$ cat config.mk
export PLATFORM = sky130hd
export DESIGN_NAME = judge_multi
export DESIGN_NICKNAME = d
export VERILOG_FILES = /design/src/rtl/judge_multi.sv
export SDC_FILE = /design/constraint.sdc
export NUM_CORES = 1
export LEC_CHECK = 0
export ABC_AREA = 1
export BUFFER_PORTS_ARGS = -buffer_cell sky130_fd_sc_hd__buf_4
export CAP_MARGIN = 5
export CORE_ASPECT_RATIO = 0.75
export CORE_MARGIN = 1
export CORE_UTILIZATION = 48
export CTS_BUF_LIST = sky130_fd_sc_hd__clkbuf_8
export CTS_CLUSTER_DIAMETER = 80
export DETAILED_ROUTE_END_ITERATION = 8
export HOLD_SLACK_MARGIN = 0.06
export PLACE_DENSITY = 0.77
export SLEW_MARGIN = 20
export SYNTH_ARGS = -nofsm -noshare
export SYNTH_HDL_FRONTEND = slang
export SYNTH_SLANG_ARGS = --single-unit
$ cat constraint.sdc
create_clock -name clk -period 9.3 [get_ports clk]
set_clock_uncertainty 0.15 [all_clocks]
set_input_delay 1.86 -clock clk [delete_from_list [all_inputs] [get_ports clk]]
set_output_delay 1.86 -clock clk [all_outputs]
set_load 0.1 [all_outputs]
$ cat src/rtl/judge_multi.sv
// judge_multi -- multi-character recognition judge.
//
// Each frame carries one character index and one match-difference score per
// slot. Stage 1 masks the indices and flags the frame "good" when every
// participating slot scores within max_diff. Stage 2 is an IDLE/COLLECT/DONE
// state machine that tracks a candidate frame and a streak of identical good
// frames. Once the streak reaches max(min_continue,1) the candidate is
// published and held until the consumer takes it.
//
// Optional feature: define JUDGE_MULTI_TIMEOUT_EN to abandon a search when
// its frame count reaches min_counter. Without it timeout is tied low and
// min_counter is ignored.
//
// Ports:
//   clk, rst (async, active-high)
//   max_diff, min_continue, min_counter, slot_mask : per-frame settings
//   char_index_c, char_diff_c, char_valid_c         : frame input
//   res_index, res_valid, res_ready                 : result handshake
//   timeout                                         : 1-cycle search abandon pulse
//   busy                                            : FSM not in IDLE
module judge_multi #(
    parameter int N_CHAR = 8,
    parameter int IDX_W  = 4,
    parameter int DIFF_W = 16,
    parameter int CNT_W  = 8
) (
    input  logic                      clk,
    input  logic                      rst,
    input  logic [DIFF_W-1:0]         max_diff,
    input  logic [3:0]                min_continue,
    input  logic [CNT_W-1:0]          min_counter,
    input  logic [N_CHAR-1:0]         slot_mask,
    input  logic [N_CHAR*IDX_W-1:0]   char_index_c,
    input  logic [N_CHAR*DIFF_W-1:0]  char_diff_c,
    input  logic                      char_valid_c,
    output logic [N_CHAR*IDX_W-1:0]   res_index,
    output logic                      res_valid,
    input  logic                      res_ready,
    output logic                      timeout,
    output logic                      busy
);

    typedef enum logic [1:0] {IDLE, COLLECT, DONE} state_t;

    function automatic logic [3:0] streak_inc(input logic [3:0] s);
        return (s == 4'hF) ? s : s + 4'd1;
    endfunction

    function automatic logic [CNT_W-1:0] cnt_inc(input logic [CNT_W-1:0] c);
        return (c == '1) ? c : c + CNT_W'(1);
    endfunction

    // Stage 0 -> 1: mask indices, judge the scores, capture per-frame settings
    logic [N_CHAR*IDX_W-1:0] idx_c;
    logic                    good_c;
    logic [3:0]              thr_c;

    always_comb begin
        idx_c  = '0;
        good_c = (slot_mask != '0);
        for (int i = 0; i < N_CHAR; i++) begin
            if (slot_mask[i]) begin
                idx_c[i*IDX_W +: IDX_W] = char_index_c[i*IDX_W +: IDX_W];
                if (char_diff_c[i*DIFF_W +: DIFF_W] > max_diff)
                    good_c = 1'b0;
            end
        end
        thr_c = (min_continue == 4'd0) ? 4'd1 : min_continue;
    end

    logic                    vld_p1;
    logic                    good_p1;
    logic [N_CHAR*IDX_W-1:0] idx_p1;
    logic [3:0]              thr_p1;
`ifdef JUDGE_MULTI_TIMEOUT_EN
    logic [CNT_W-1:0]        min_cnt_p1;
`else
    logic                    unused_min_counter;
    assign unused_min_counter = ^min_counter;
`endif

    always_ff @(posedge clk or posedge rst) begin
        if (rst) begin
            vld_p1     <= 1'b0;
            good_p1    <= 1'b0;
            idx_p1     <= '0;
            thr_p1     <= '0;
`ifdef JUDGE_MULTI_TIMEOUT_EN
            min_cnt_p1 <= '0;
`endif
        end else begin
            vld_p1 <= char_valid_c;
            if (char_valid_c) begin
                good_p1    <= good_c;
                idx_p1     <= idx_c;
                thr_p1     <= thr_c;
`ifdef JUDGE_MULTI_TIMEOUT_EN
                min_cnt_p1 <= min_counter;
`endif
            end
        end
    end

    // Stage 1 -> 2: streak tracking state machine
    state_t                  state_p2, state_n;
    logic [N_CHAR*IDX_W-1:0] cand_p2, cand_n;
    logic [3:0]              streak_p2, streak_n;
    logic [CNT_W-1:0]        cnt_p2, cnt_n;
    logic [N_CHAR*IDX_W-1:0] res_idx_p2, res_idx_n;
    logic                    res_vld_p2, res_vld_n;
`ifdef JUDGE_MULTI_TIMEOUT_EN
    logic                    timeout_p2, timeout_n;
`endif
    logic [N_CHAR*IDX_W-1:0] f_cand;
    logic [3:0]              f_streak;

    always_comb begin
        state_n   = state_p2;
        cand_n    = cand_p2;
        streak_n  = streak_p2;
        cnt_n     = cnt_p2;
        res_idx_n = res_idx_p2;
        res_vld_n = res_vld_p2;
`ifdef JUDGE_MULTI_TIMEOUT_EN
        timeout_n = 1'b0;
`endif
        // Candidate/streak as they would be after applying this frame
        f_cand   = cand_p2;
        f_streak = 4'd0;
        if (good_p1) begin
            if (idx_p1 == cand_p2) begin
                f_streak = streak_inc(streak_p2);
            end else begin
                f_cand   = idx_p1;
                f_streak = 4'd1;
            end
        end

        if (state_p2 == DONE) begin
            if (res_vld_p2 && res_ready) begin
                state_n   = IDLE;
                res_vld_n = 1'b0;
                streak_n  = 4'd0;
                cnt_n     = '0;
            end
        end else if (vld_p1) begin
            state_n  = COLLECT;
            cnt_n    = (state_p2 == IDLE) ? CNT_W'(1) : cnt_inc(cnt_p2);
            cand_n   = f_cand;
            streak_n = f_streak;
            // A result takes precedence over an abandoned search
            if (good_p1 && (f_streak >= thr_p1)) begin
                state_n   = DONE;
                res_idx_n = f_cand;
                res_vld_n = 1'b1;
            end
`ifdef JUDGE_MULTI_TIMEOUT_EN
            else if ((min_cnt_p1 != '0) && (cnt_n >= min_cnt_p1)) begin
                state_n   = IDLE;
                timeout_n = 1'b1;
                streak_n  = 4'd0;
                cnt_n     = '0;
                cand_n    = '0;
            end
`endif
        end
    end

    always_ff @(posedge clk or posedge rst) begin
        if (rst) begin
            state_p2   <= IDLE;
            cand_p2    <= '0;
            streak_p2  <= '0;
            cnt_p2     <= '0;
            res_idx_p2 <= '0;
            res_vld_p2 <= 1'b0;
`ifdef JUDGE_MULTI_TIMEOUT_EN
            timeout_p2 <= 1'b0;
`endif
        end else begin
            state_p2   <= state_n;
            cand_p2    <= cand_n;
            streak_p2  <= streak_n;
            cnt_p2     <= cnt_n;
            res_idx_p2 <= res_idx_n;
            res_vld_p2 <= res_vld_n;
`ifdef JUDGE_MULTI_TIMEOUT_EN
            timeout_p2 <= timeout_n;
`endif
        end
    end

    assign res_index = res_idx_p2;
    assign res_valid = res_vld_p2;
    assign busy      = (state_p2 != IDLE);
`ifdef JUDGE_MULTI_TIMEOUT_EN
    assign timeout   = timeout_p2;
`else
    assign timeout   = 1'b0;
`endif

endmodule

==> results of run 1 <==
==> registers in the layout, summed over array words and instances, names as in the netlist <==
signal,count
thr_p1,4
idx_p1,32
vld_p1,1
res_index,32
good_p1,1
cand_p2,32
res_valid,1
streak_p2,4
state_p2,2
==> synth_stat cells, types with 4 or more instances <==
cell	instances
inv_2	6
dfrtp_1	109
o21ai_0	62
o21ai_1	74
xnor2_1	17
clkbuf_1	9
a21oi_1	63
nand2_1	313
nand4_1	16
nor2_1	52
inv_1	116
buf_2	9
buf_1	4
ha_1	133
nand3_1	46
o21a_1	10
==> critical path: stages (launching register included) <==
cell and delay, ps:
dfrtp_2 350, buf_4 520, clkinv_1 240, nor2_2 180
nand2_1 90, inv_1 60, ha_1 230, inv_1 60
nor2_1 40, o211ai_2 120, nand3_1 90, nand2_2 590
nor2_4 70, inv_2 490, nand2_1 110, o21ai_1 110
==> per-stage QoR <==
step	power, mW	std cells
after floorplan	0.665	1071
after global placement	0.769	1481
after detailed placement	0.780	1481
after CTS	1.12	1497
after global routing	1.19	1497
final	1.12	1497
==> final timing paths <==
kind | depth (start not counted) | slack, ps | to
setup / recovery | 15 | 5690 | res_index[11]
hold / removal | 2 | 350 | res_index[28]
setup reg to reg | 15 | 5690 | res_index[11]
hold reg to reg | 2 | 350 | res_index[28]
max in group asynchronous | 3 | 6390 | cand_p2[12]
min in group asynchronous | 2 | 1380 | res_index[26]
==> where the power goes <==
| part | switching, mW | leakage, nW | internal (mW) |
|---|---|---|---|
| clock | 0.161 | 0.119 | 0.186 |
| combinational | 0.148 | 3.83 | 0.124 |
| sequential | 0.0106 | 1.45 | 0.487 |
==> cell type report <==
cell class              count  area [um^2]
fillers                  1470         6070
well taps                 210          263
inverters                 123          464
multi-input cells         811         4780
repair buffers            228         1710
clock inverters             6          110
flip-flops and latches    109         2730
clock buffers              10          138
==> layout by cell type, fill, tap and decap left out <==
cell type,netlist,final
nand4_1,16,16
inv_1,116,115
nand3_1,46,46
bufinv_16,0,3
o21ai_2,2,2
buf_4,2,228
xnor2_1,17,17
a21o_1,3,3
o211ai_2,1,1
dfrtp_2,0,1
nor4_1,2,2
clkinv_1,1,1
nand2_2,2,2
nand2_1,313,313
inv_2,6,6
nor3_1,2,2
conb_1,1,1
mux2i_1,1,1
ha_1,133,133
nor2_2,3,3
nor3_2,1,1
clkbuf_8,0,10
nor2_1,52,52
clkinvlp_4,0,2
clkinv_2,0,1
o21ai_1,74,74
a31oi_1,1,1
dfrtp_1,109,108
o21a_1,10,10
a21oi_1,63,63
o21ai_0,62,62
inv_4,0,1
o21bai_1,3,3
nand2_4,1,1
nor2_4,2,2
==> metal layers <==
metal / share of wire (%) / vias to the layer above / global-route usage (%)
met5: 0 / - / 0
met2: 43 / 228 / 42.0
met4: 3.1 / 0 / 9.32
met3: 6.0 / 48 / 5.45
met1: 48 / 3518 / 34.7
li1: - / 3953 / -
==> logic make-up (layout without fill, tap and decap cells) <==
family / count (synthesis) / after routing / share of synthesized area [%]
and+or+nand+nor: 440 / 440 / 22.2
muxes: 1 / 1 / 0.123
other: 1 / 1 / 0.0462
adders and majority gates: 133 / 133 / 20.5
buffers and inverters: 151 / 367 / 7.51
AOI/OAI and AO/OA: 219 / 219 / 14.2
DFF: 109 / 109 / 33.6
xor gates and xnor gates: 17 / 17 / 1.83
==> metrics.md, run 1 <==
| Metric | Value |
|---|---|
| Hold Buf Count CTS | `0` |
| Slew @ Worst Pin | `826 ps` |
| Total GRT Usage | `26.0%` |
| Avg Vias per Cell | `5.18` |
| Final setup violation count | `0` |
| I/O Pins | `235` |
| Sequential element share of the synthesized area | `33.6%` |
| Crit Path Class | `flop to flop` |
| Minimum clock period | `3610 ps` |
| Post-synth EDFFs | `0` |
| Final hold slack | `347 ps` |
| PostCTS Resize Cnt | `0` |
| Post-synthesis cell count | `1071` |
| Die footprint | `0.0174 mm^2` |
| Fin. Hold Viols | `0` |
| Vias in the first global route | `7493` |
| Final worst path period share | `38.8%` |
| Per-cell routed wire length | `14.7 um` |
| H-tree depth | `3` |
| Total negative slack | `0 ps` |
| Critical Path Start Type | `flop` |
| Min-delay worst type | `flop to flop` |
| Post-route cell area | `0.0102 mm^2` |
| Worst-path clk slew | `100 ps` |
| 1st-pass router iterations | `7` |
| Clock root buffer master | `clkbuf_8` |
| Min-delay src | `res_index[28]` |
| Share of layout cells above drive strength 1 | `20.5%` |
| Peak VDD IR | `0.0761 mV` |
| Area Overhead vs Synth | `25.6%` |
| Util after Layout | `62.7%` |
| Pre-CTS WS | `5570 ps` |
| Die span in y | `115 um` |
| Initial antenna violation count | `0` |
| Run status | `finished with violations` |
| Failing checks | `DRC` |
| P per Cell Area | `110 mW/mm^2` |
| Crit path DAT | `3750 ps` |
| Synth warn | `0` |
| CP Max Fanout | `68` |
| Cell Area, Synth | `0.00811 mm^2` |
| Yosys reg bits | `109` |
| Leak | `5.40 nW` |
| FP Rows | `40` |
| Ant diodes | `0` |
| Max frequency | `277 MHz` |
| Placed cell areas | `0.00994 mm^2` |
| Yosys cell types | `34` |
| Count of input and output buffers | `225` |
| Slew Limit Fails | `0` |
| Yosys top cell area share | `33.6%` |
| Starting Density | `49.9%` |
| Detailed Route WL | `22100 um` |
| Overflow after GRT | `0` |
| First-pass GRT wire length | `35700 um` |
| Vias | `7747` |
| DIE WIDTH | `152 um` |
| Largest net degree at the start of global routing | `69` |
| Core area | `0.0163 mm^2` |
| Synth async-reset ratio | `100%` |
| Sink Count | `109` |
| Syn avg cell area | `7.58 um^2` |
| Detail Route Antenna Nets | `0` |
| Worst-Skew Late Latency | `380 ps` |
| Number of DRC markers in iteration 0 | `465` |
| Rel. slew slack | `45.0%` |
| CP required | `9440 ps` |
| Synth Flop Type | `dfrtp_1` |
| RR Startpoint | `good_p1` |
| Postcts setup bufs | `0` |
| Unrepaired setup endpoints after global routing | `no` |
| CTS tree | `built` |
| Post-synth top area cell | `dfrtp_1` |
| Worst setup margin | `5690 ps` |
| Final nets | `1615` |
| GPL Wtd Cong | `0.881` |
| CP endpoint kind | `flop` |
| Worst Setup SP | `good_p1` |
| Syn Nets | `1404` |
| Inserted Clock Buffers | `9` |
| Drc violations | `13` |
| Max-cap violations | `0` |
| Final HPWL DP | `17300 um` |
| Top cells by area, synth | `dfrtp_1, ha_1, nand2_1, inv_1, o21ai_1` |
| Maximum buffer depth of the clock tree | `2` |
Power figures use the tool's default switching activity.
==> run 2: changes to the inputs <==
--- a/config.mk
+++ b/config.mk
@@ -5,7 +5,7 @@
 export SDC_FILE = /design/constraint.sdc
 export NUM_CORES = 1
 export LEC_CHECK = 0
-export ABC_AREA = 1
+export ABC_AREA = 0
 export BUFFER_PORTS_ARGS = -buffer_cell sky130_fd_sc_hd__buf_4
 export CAP_MARGIN = 5
 export CORE_ASPECT_RATIO = 0.75
==> constraint.sdc (replaced) <==
create_clock -name clk -period 3.5 [get_ports clk]
set_clock_uncertainty 0.15 [all_clocks]
set_input_delay 0.7 -clock clk [delete_from_list [all_inputs] [get_ports clk]]
set_output_delay 0.7 -clock clk [all_outputs]
set_load 0.1 [all_outputs]
==> metrics.md, run 2 <==
| Metric | Value |
|---|---|
| Run status | `finished, final reports clean` |
| Max-cap violations | `0` |
| Placed cell areas | `0.00995 mm^2` |
| Final std cells w/o fill | `1294` |
| Crit path DAT | `3510 ps` |
| Util after Layout | `63.5%` |
| Final HPWL DP | `18500 um` |
| CP endpoint kind | `flop` |
| Slew Limit Fails | `0` |
| Met3 Usage GRT | `5.89%` |
| Initial antenna violation count | `0` |
| Max frequency | `297 MHz` |
| Worst setup margin | `129 ps` |
| Rel. slew slack | `53.8%` |
| Reg2reg setup slack | `130 ps` |
| CP required | `3640 ps` |
| Total negative slack | `0 ps` |
| Starting Density | `49.3%` |
| H-tree depth | `3` |
| Synth Flop Type | `dfrtp_1` |
| Critical Path Start Type | `flop` |
| FP Rows | `40` |
| Post-synthesis cell count | `860` |
| Syn avg cell area | `9.22 um^2` |
| Post-route cell area | `0.0102 mm^2` |
| DIE WIDTH | `150 um` |
| Slew @ Worst Pin | `692 ps` |
| Yosys cell types | `43` |
| Unrepaired setup endpoints after global routing | `yes` |
| Crit Path Class | `flop to flop` |
| Min-delay worst type | `input pin to asynchronous set/reset pin` |
| GR Layer Usage met2 | `42.3%` |
| Largest net degree at the start of global routing | `66` |
| Worst R2R Path Depth | `13` |
| Final nets | `1413` |
| Synth async-reset ratio | `100%` |
| RR Startpoint | `idx_p1[29]` |
| Die span in y | `113 um` |
| Cell Area, Synth | `0.00793 mm^2` |
| Per-cell routed wire length | `18.3 um` |
| Sequential element share of the synthesized area | `34.4%` |
| Total GRT Usage | `28.6%` |
| Worst-path clk slew | `90 ps` |
| Leak | `5.24 nW` |
| Commonest non-fill, non-tap cell in the layout | `buf_4` |
| Pre-CTS WS | `89.1 ps` |
| CP top delay family | `compound AO/OA/AOI/OAI gates` |
| Slowest cell on the critical path | `dfrtp_1` |
| Yosys reg bits | `109` |
| Fin. Hold Viols | `0` |
| Final worst path period share | `96.3%` |
| Final hold slack | `226 ps` |
| Post-synth top area cell | `dfrtp_1` |
| First-pass GRT wire length | `37300 um` |
| 1st-pass router iterations | `5` |
| Core area | `0.0161 mm^2` |
| Sink Count | `109` |
| Synth warn | `0` |
| Minimum clock period | `3370 ps` |
| Final setup violation count | `0` |
| Peak VDD IR | `0.815 mV` |
| Die footprint | `0.0170 mm^2` |
| Vias in the first global route | `7210` |
| CP cell instances | `xor2_1 > nor4_1 > buf_4 > nand4_1 > o31ai_1 > ha_1 > nand2b_1 > a21o_1 > a21o_1 > a21o_1 > and3_1 > buf_12 > a21oi_1` |
| P per Cell Area | `565 mW/mm^2` |
| Drc violations | `0` |
| Vias | `7536` |
| Detailed Route WL | `23700 um` |
| Gr busiest metal | `met2` |
| Worst Path Buf+Inv | `2` |
| Clock root buffer master | `clkbuf_8` |
| Detail Route Antenna Nets | `0` |
| Ant diodes | `0` |
| CP Max Fanout | `25` |
| Crit path top cell by count | `a21o_1` |
| Top cells by area, synth | `dfrtp_1, ha_1, a21oi_1, mux2i_1, o21ai_1` |
| Avg Vias per Cell | `5.82` |
| CTS tree | `built` |
| Overflow after GRT | `0` |
| Reg-to-reg endpoint | `res_index[21]` |
| Syn Nets | `1193` |
| CP max stage delay | `410 ps` |
| Post-synth top cells | `ha_1, dfrtp_1, a21oi_1` |
| Met1 Track Usage GR | `42.0%` |
| Post-synth EDFFs | `0` |
| GPL Wtd Cong | `0.890` |
| Share of layout cells above drive strength 1 | `25.2%` |
| Total chip power | `5.77 mW` |
| Cell with the most instances after synthesis | `ha_1` |
| Most frequent cells in the layout | `buf_4, ha_1, dfrtp_1, a21oi_1, o21ai_1` |
| Maximum buffer depth of the clock tree | `2` |
| Fillcell total | `1366` |
| Worst-Skew Late Latency | `370 ps` |
| Hold Buf Count CTS | `0` |
| Inserted Clock Buffers | `9` |
| Area Overhead vs Synth | `28.7%` |
| Number of DRC markers in iteration 0 | `552` |
| Placed Instances | `1277` |
| Yosys top cell area share | `34.4%` |
| Count of input and output buffers | `225` |
| I/O Pins | `235` |
-- run 2: changes by cell type after synthesis, sizes merged, moves of 32 or more --
cell,previous run,this run
xor2,0,33
nand2,316,27
nor2,57,13
mux2i,1,33
a31oi,1,40
inv,122,65
-- run 2: metal layers --
layer	routed length, um	share of wire [%]
met5	0	0
met1	11300	48
met3	1690	7.1
met2	10100	43
met4	571	2.4
-- run 2: worst max-delay path by stage --
| stage | start | endpoint | cells after the start |
|---|---|---|---|
| 2_1_floorplan | idx_p1[17] | res_index[0] | 14 |
| 3_3_place_gp | idx_p1[10] | res_index[15] | 12 |
| 3_5_place_dp | idx_p1[29] | res_index[15] | 13 |
| 4_1_cts | idx_p1[29] | res_index[15] | 13 |
| 5_1_grt | idx_p1[29] | res_index[14] | 13 |
| 6_report | idx_p1[29] | res_index[21] | 13 |
-- run 2: cell families (layout without fill, tap and decap cells) --
logic type / Yosys count / count (layout) / synth area share [%]
compound gates: 283 / 283 / 20.4
xor+xnor: 33 / 33 / 3.65
fa+ha+maj: 133 / 133 / 21.0
buf+inv: 103 / 327 / 5.08
flops: 109 / 109 / 34.4
mux: 33 / 33 / 4.17
other cells: 1 / 1 / 0.0473
simple gates: 165 / 165 / 11.3
-- run 2: cell type report --
| class | instances | area (um^2) | share of cell area (%) |
|---|---|---|---|
| multi-input combinational | 648 | 4820 | 47.3 |
| sequential | 109 | 2730 | 26.7 |
| timing repair buffer | 247 | 1920 | 18.8 |
| tap | 210 | 263 | 2.58 |
| inverter | 65 | 248 | 2.43 |
| clock buffer | 11 | 151 | 1.48 |
| clock inverter | 4 | 72.6 | 0.711 |
-- run 2: power breakdown --
group	switching (mW)	internal [mW]
combinational	2.18	0.867
clock	0.410	0.437
sequential	0.271	1.60
-- run 2: repair_timing --
item,CTS,global route
setup buffers,0,2
resized for setup,0,3
endpoints found under the setup margin,0,35
-- run 2: worst register-to-register path: cells and delay by family, from the launching register on --
family          cells  cell delay, ps
buf+inv             2             350
simple gates        4             850
xor+xnor            1             170
fa+ha+maj           1             290
compound gates      5            1070
flops               1             410
==> run 3: changes to the inputs <==
--- a/config.mk
+++ b/config.mk
@@ -6,16 +6,16 @@
 export NUM_CORES = 1
 export LEC_CHECK = 0
 export ABC_AREA = 0
-export BUFFER_PORTS_ARGS = -buffer_cell sky130_fd_sc_hd__buf_4
 export CAP_MARGIN = 5
 export CORE_ASPECT_RATIO = 0.75
-export CORE_MARGIN = 1
+export CORE_MARGIN = 5
 export CORE_UTILIZATION = 48
 export CTS_BUF_LIST = sky130_fd_sc_hd__clkbuf_8
 export CTS_CLUSTER_DIAMETER = 80
 export DETAILED_ROUTE_END_ITERATION = 8
-export HOLD_SLACK_MARGIN = 0.06
-export PLACE_DENSITY = 0.77
+export DONT_BUFFER_PORTS = 1
+export HOLD_SLACK_MARGIN = 0.12
+export PLACE_DENSITY = 0.65
 export SLEW_MARGIN = 20
 export SYNTH_ARGS = -nofsm -noshare
 export SYNTH_HDL_FRONTEND = slang
==> metrics.md, run 3 (synthesis gave the netlist of run 2 again) <==
| Metric | Value |
|---|---|
| Placed Instances | `1064` |
| Run status | `finished, final reports clean` |
| Inserted Clock Buffers | `9` |
| P per Cell Area | `612 mW/mm^2` |
| Leak | `4.19 nW` |
| Total GRT Usage | `24.2%` |
| Final setup violation count | `0` |
| Area Overhead vs Synth | `8.54%` |
| Multi-input gate area | `0.00486 mm^2` |
| Number of DRC markers in iteration 0 | `484` |
| Clock root buffer master | `clkbuf_8` |
| Final HPWL DP | `18400 um` |
| Detailed Route WL | `23700 um` |
| Most frequent cells in the layout | `ha_1, dfrtp_1, a21oi_1, o21ai_1, inv_1` |
| Count of input and output buffers | `0` |
| CP required | `3650 ps` |
| Rel. slew slack | `34.0%` |
| Fillcell total | `1501` |
| Worst-Skew Late Latency | `380 ps` |
| 1st-pass router iterations | `5` |
| Drc violations | `0` |
| Commonest non-fill, non-tap cell in the layout | `ha_1` |
| Switching part of the total power | `53.3%` |
| Combinational Power Share | `24.6%` |
| Die footprint | `0.0192 mm^2` |
| Hold Buf Count CTS | `0` |
| Sink Count | `109` |
| Share of layout cells above drive strength 1 | `8.13%` |
| Peak VDD IR | `0.568 mV` |
| CP Max Fanout | `22` |
| Vias | `6564` |
| GPL Wtd Cong | `0.910` |
| Post-route cell area | `0.00860 mm^2` |
| Fin. Hold Viols | `0` |
| Maximum buffer depth of the clock tree | `2` |
| Per-cell routed wire length | `21.9 um` |
| Die span in y | `121 um` |
| Avg Vias per Cell | `6.06` |
| Starting Density | `49.2%` |
| Critical Path Start Type | `flop` |
| Switch Pwr | `2.81 mW` |
| CP endpoint kind | `flop` |
| FP Rows | `40` |
| Final worst path period share | `94.3%` |
| Vias in the first global route | `6273` |
| Placed cell areas | `0.00832 mm^2` |
| CTS tree | `built` |
| Max frequency | `303 MHz` |
| Initial antenna violation count | `0` |
| Min-delay worst type | `input pin to flop` |
| Sequential share of power | `60.1%` |
| Minimum clock period | `3300 ps` |
| Core area | `0.0161 mm^2` |
| Worst-path clk slew | `100 ps` |
| Register area | `0.00273 mm^2` |
| Slew @ Worst Pin | `988 ps` |
| H-tree depth | `3` |
| Ant diodes | `0` |
| Crit Path Class | `flop to flop` |
| Final nets | `1201` |
| Largest net degree at the start of global routing | `76` |
| Max-cap violations | `0` |
| DIE WIDTH | `158 um` |
| Slew Limit Fails | `0` |
| First-pass GRT wire length | `36000 um` |
| Cell-internal power | `2.46 mW` |
| Detail Route Antenna Nets | `0` |
| I/O Pins | `235` |
| Crit path DAT | `3450 ps` |
| Clock power frac | `15.3%` |
| Overflow after GRT | `0` |
| Final std cells w/o fill | `1083` |
| Total chip power | `5.27 mW` |
-- run 3: changes by cell type in the layout (fill, tap and decap cells not counted), moves of 2 or more --
cell / delta
inv_6: +2
a21oi_1: -6
buf_12: -2
buf_4: -210
a21oi_2: +6
-- run 3: layout make-up --
cell class                      instances  share of cell area [%]
Tap cell                              210                    3.05
Clock inverter                          6                   0.800
Inverter                               65                    2.88
Sequential cell                       109                    31.7
Timing Repair Buffer                   35                    3.49
Clock buffer                           10                    1.60
Multi-Input combinational cell        648                    56.5
-- run 3: path summary, 6_finish.rpt --
path / startpoint / endpoint / slack [ps] / cells past startpoint
min in group asynchronous: rst / thr_p1[1] / 230 / 1
hold / removal: char_valid_c / vld_p1 / 210 / 0
setup / recovery: idx_p1[9] / res_index[19] / 200 / 13
setup reg to reg: idx_p1[9] / res_index[19] / 200 / 13
max in group asynchronous: rst / idx_p1[23] / 2190 / 2
hold reg to reg: thr_p1[2] / thr_p1[2] / 400 / 2
-- run 3: power by group through the flow --
stage	registers [mW]	logic, mW	clock network (mW)
after floorplan	3.16	0.894	0
after global placement	3.19	1.22	0
after detailed placement	3.19	1.25	0
after CTS	3.17	1.26	0.814
after global routing	3.22	1.46	0.867
final	3.16	1.30	0.804
-- run 3: what timing repair did --
item | CTS | global route
buffers inserted | 0 | 3
gates resized for setup | 0 | 13
endpoints found under the setup margin | 0 | 35
-- run 3: stage by stage --
stage | setup TNS, ps | utilization [%] | worst slack, ps | hold slack, ps
3_5_place_dp | 0 | 51.6 | 39.5 | 376
4_1_cts | 0 | 52.9 | 17.6 | 192
5_1_grt | -1.18 | 53.4 | -1.18 | 172
2_1_floorplan | 0 | - | 314 | 344
6_report | 0 | 53.4 | 201 | 207
3_3_place_gp | 0 | 51.6 | 74.6 | 373
-- run 3: critical path: stages, from the launching register on --
cell and delay (ps):
dfrtp_1 420, xor2_1 200, nor4_2 250, buf_4 150
nand4_1 170, or3_4 470, nor2_4 140, ha_1 240
a21o_1 160, a21o_1 170, a21o_1 200, and3_4 210
buf_12 160, a21oi_1 140
-- run 3: layer usage --
metal | share of wire, % | global-route usage (%) | wire (um)
met5 | 0 | 0 | 0
met4 | 1.3 | 4.53 | 303
met3 | 7.7 | 6.13 | 1830
met2 | 40 | 32.8 | 9580
met1 | 51 | 38.5 | 12000
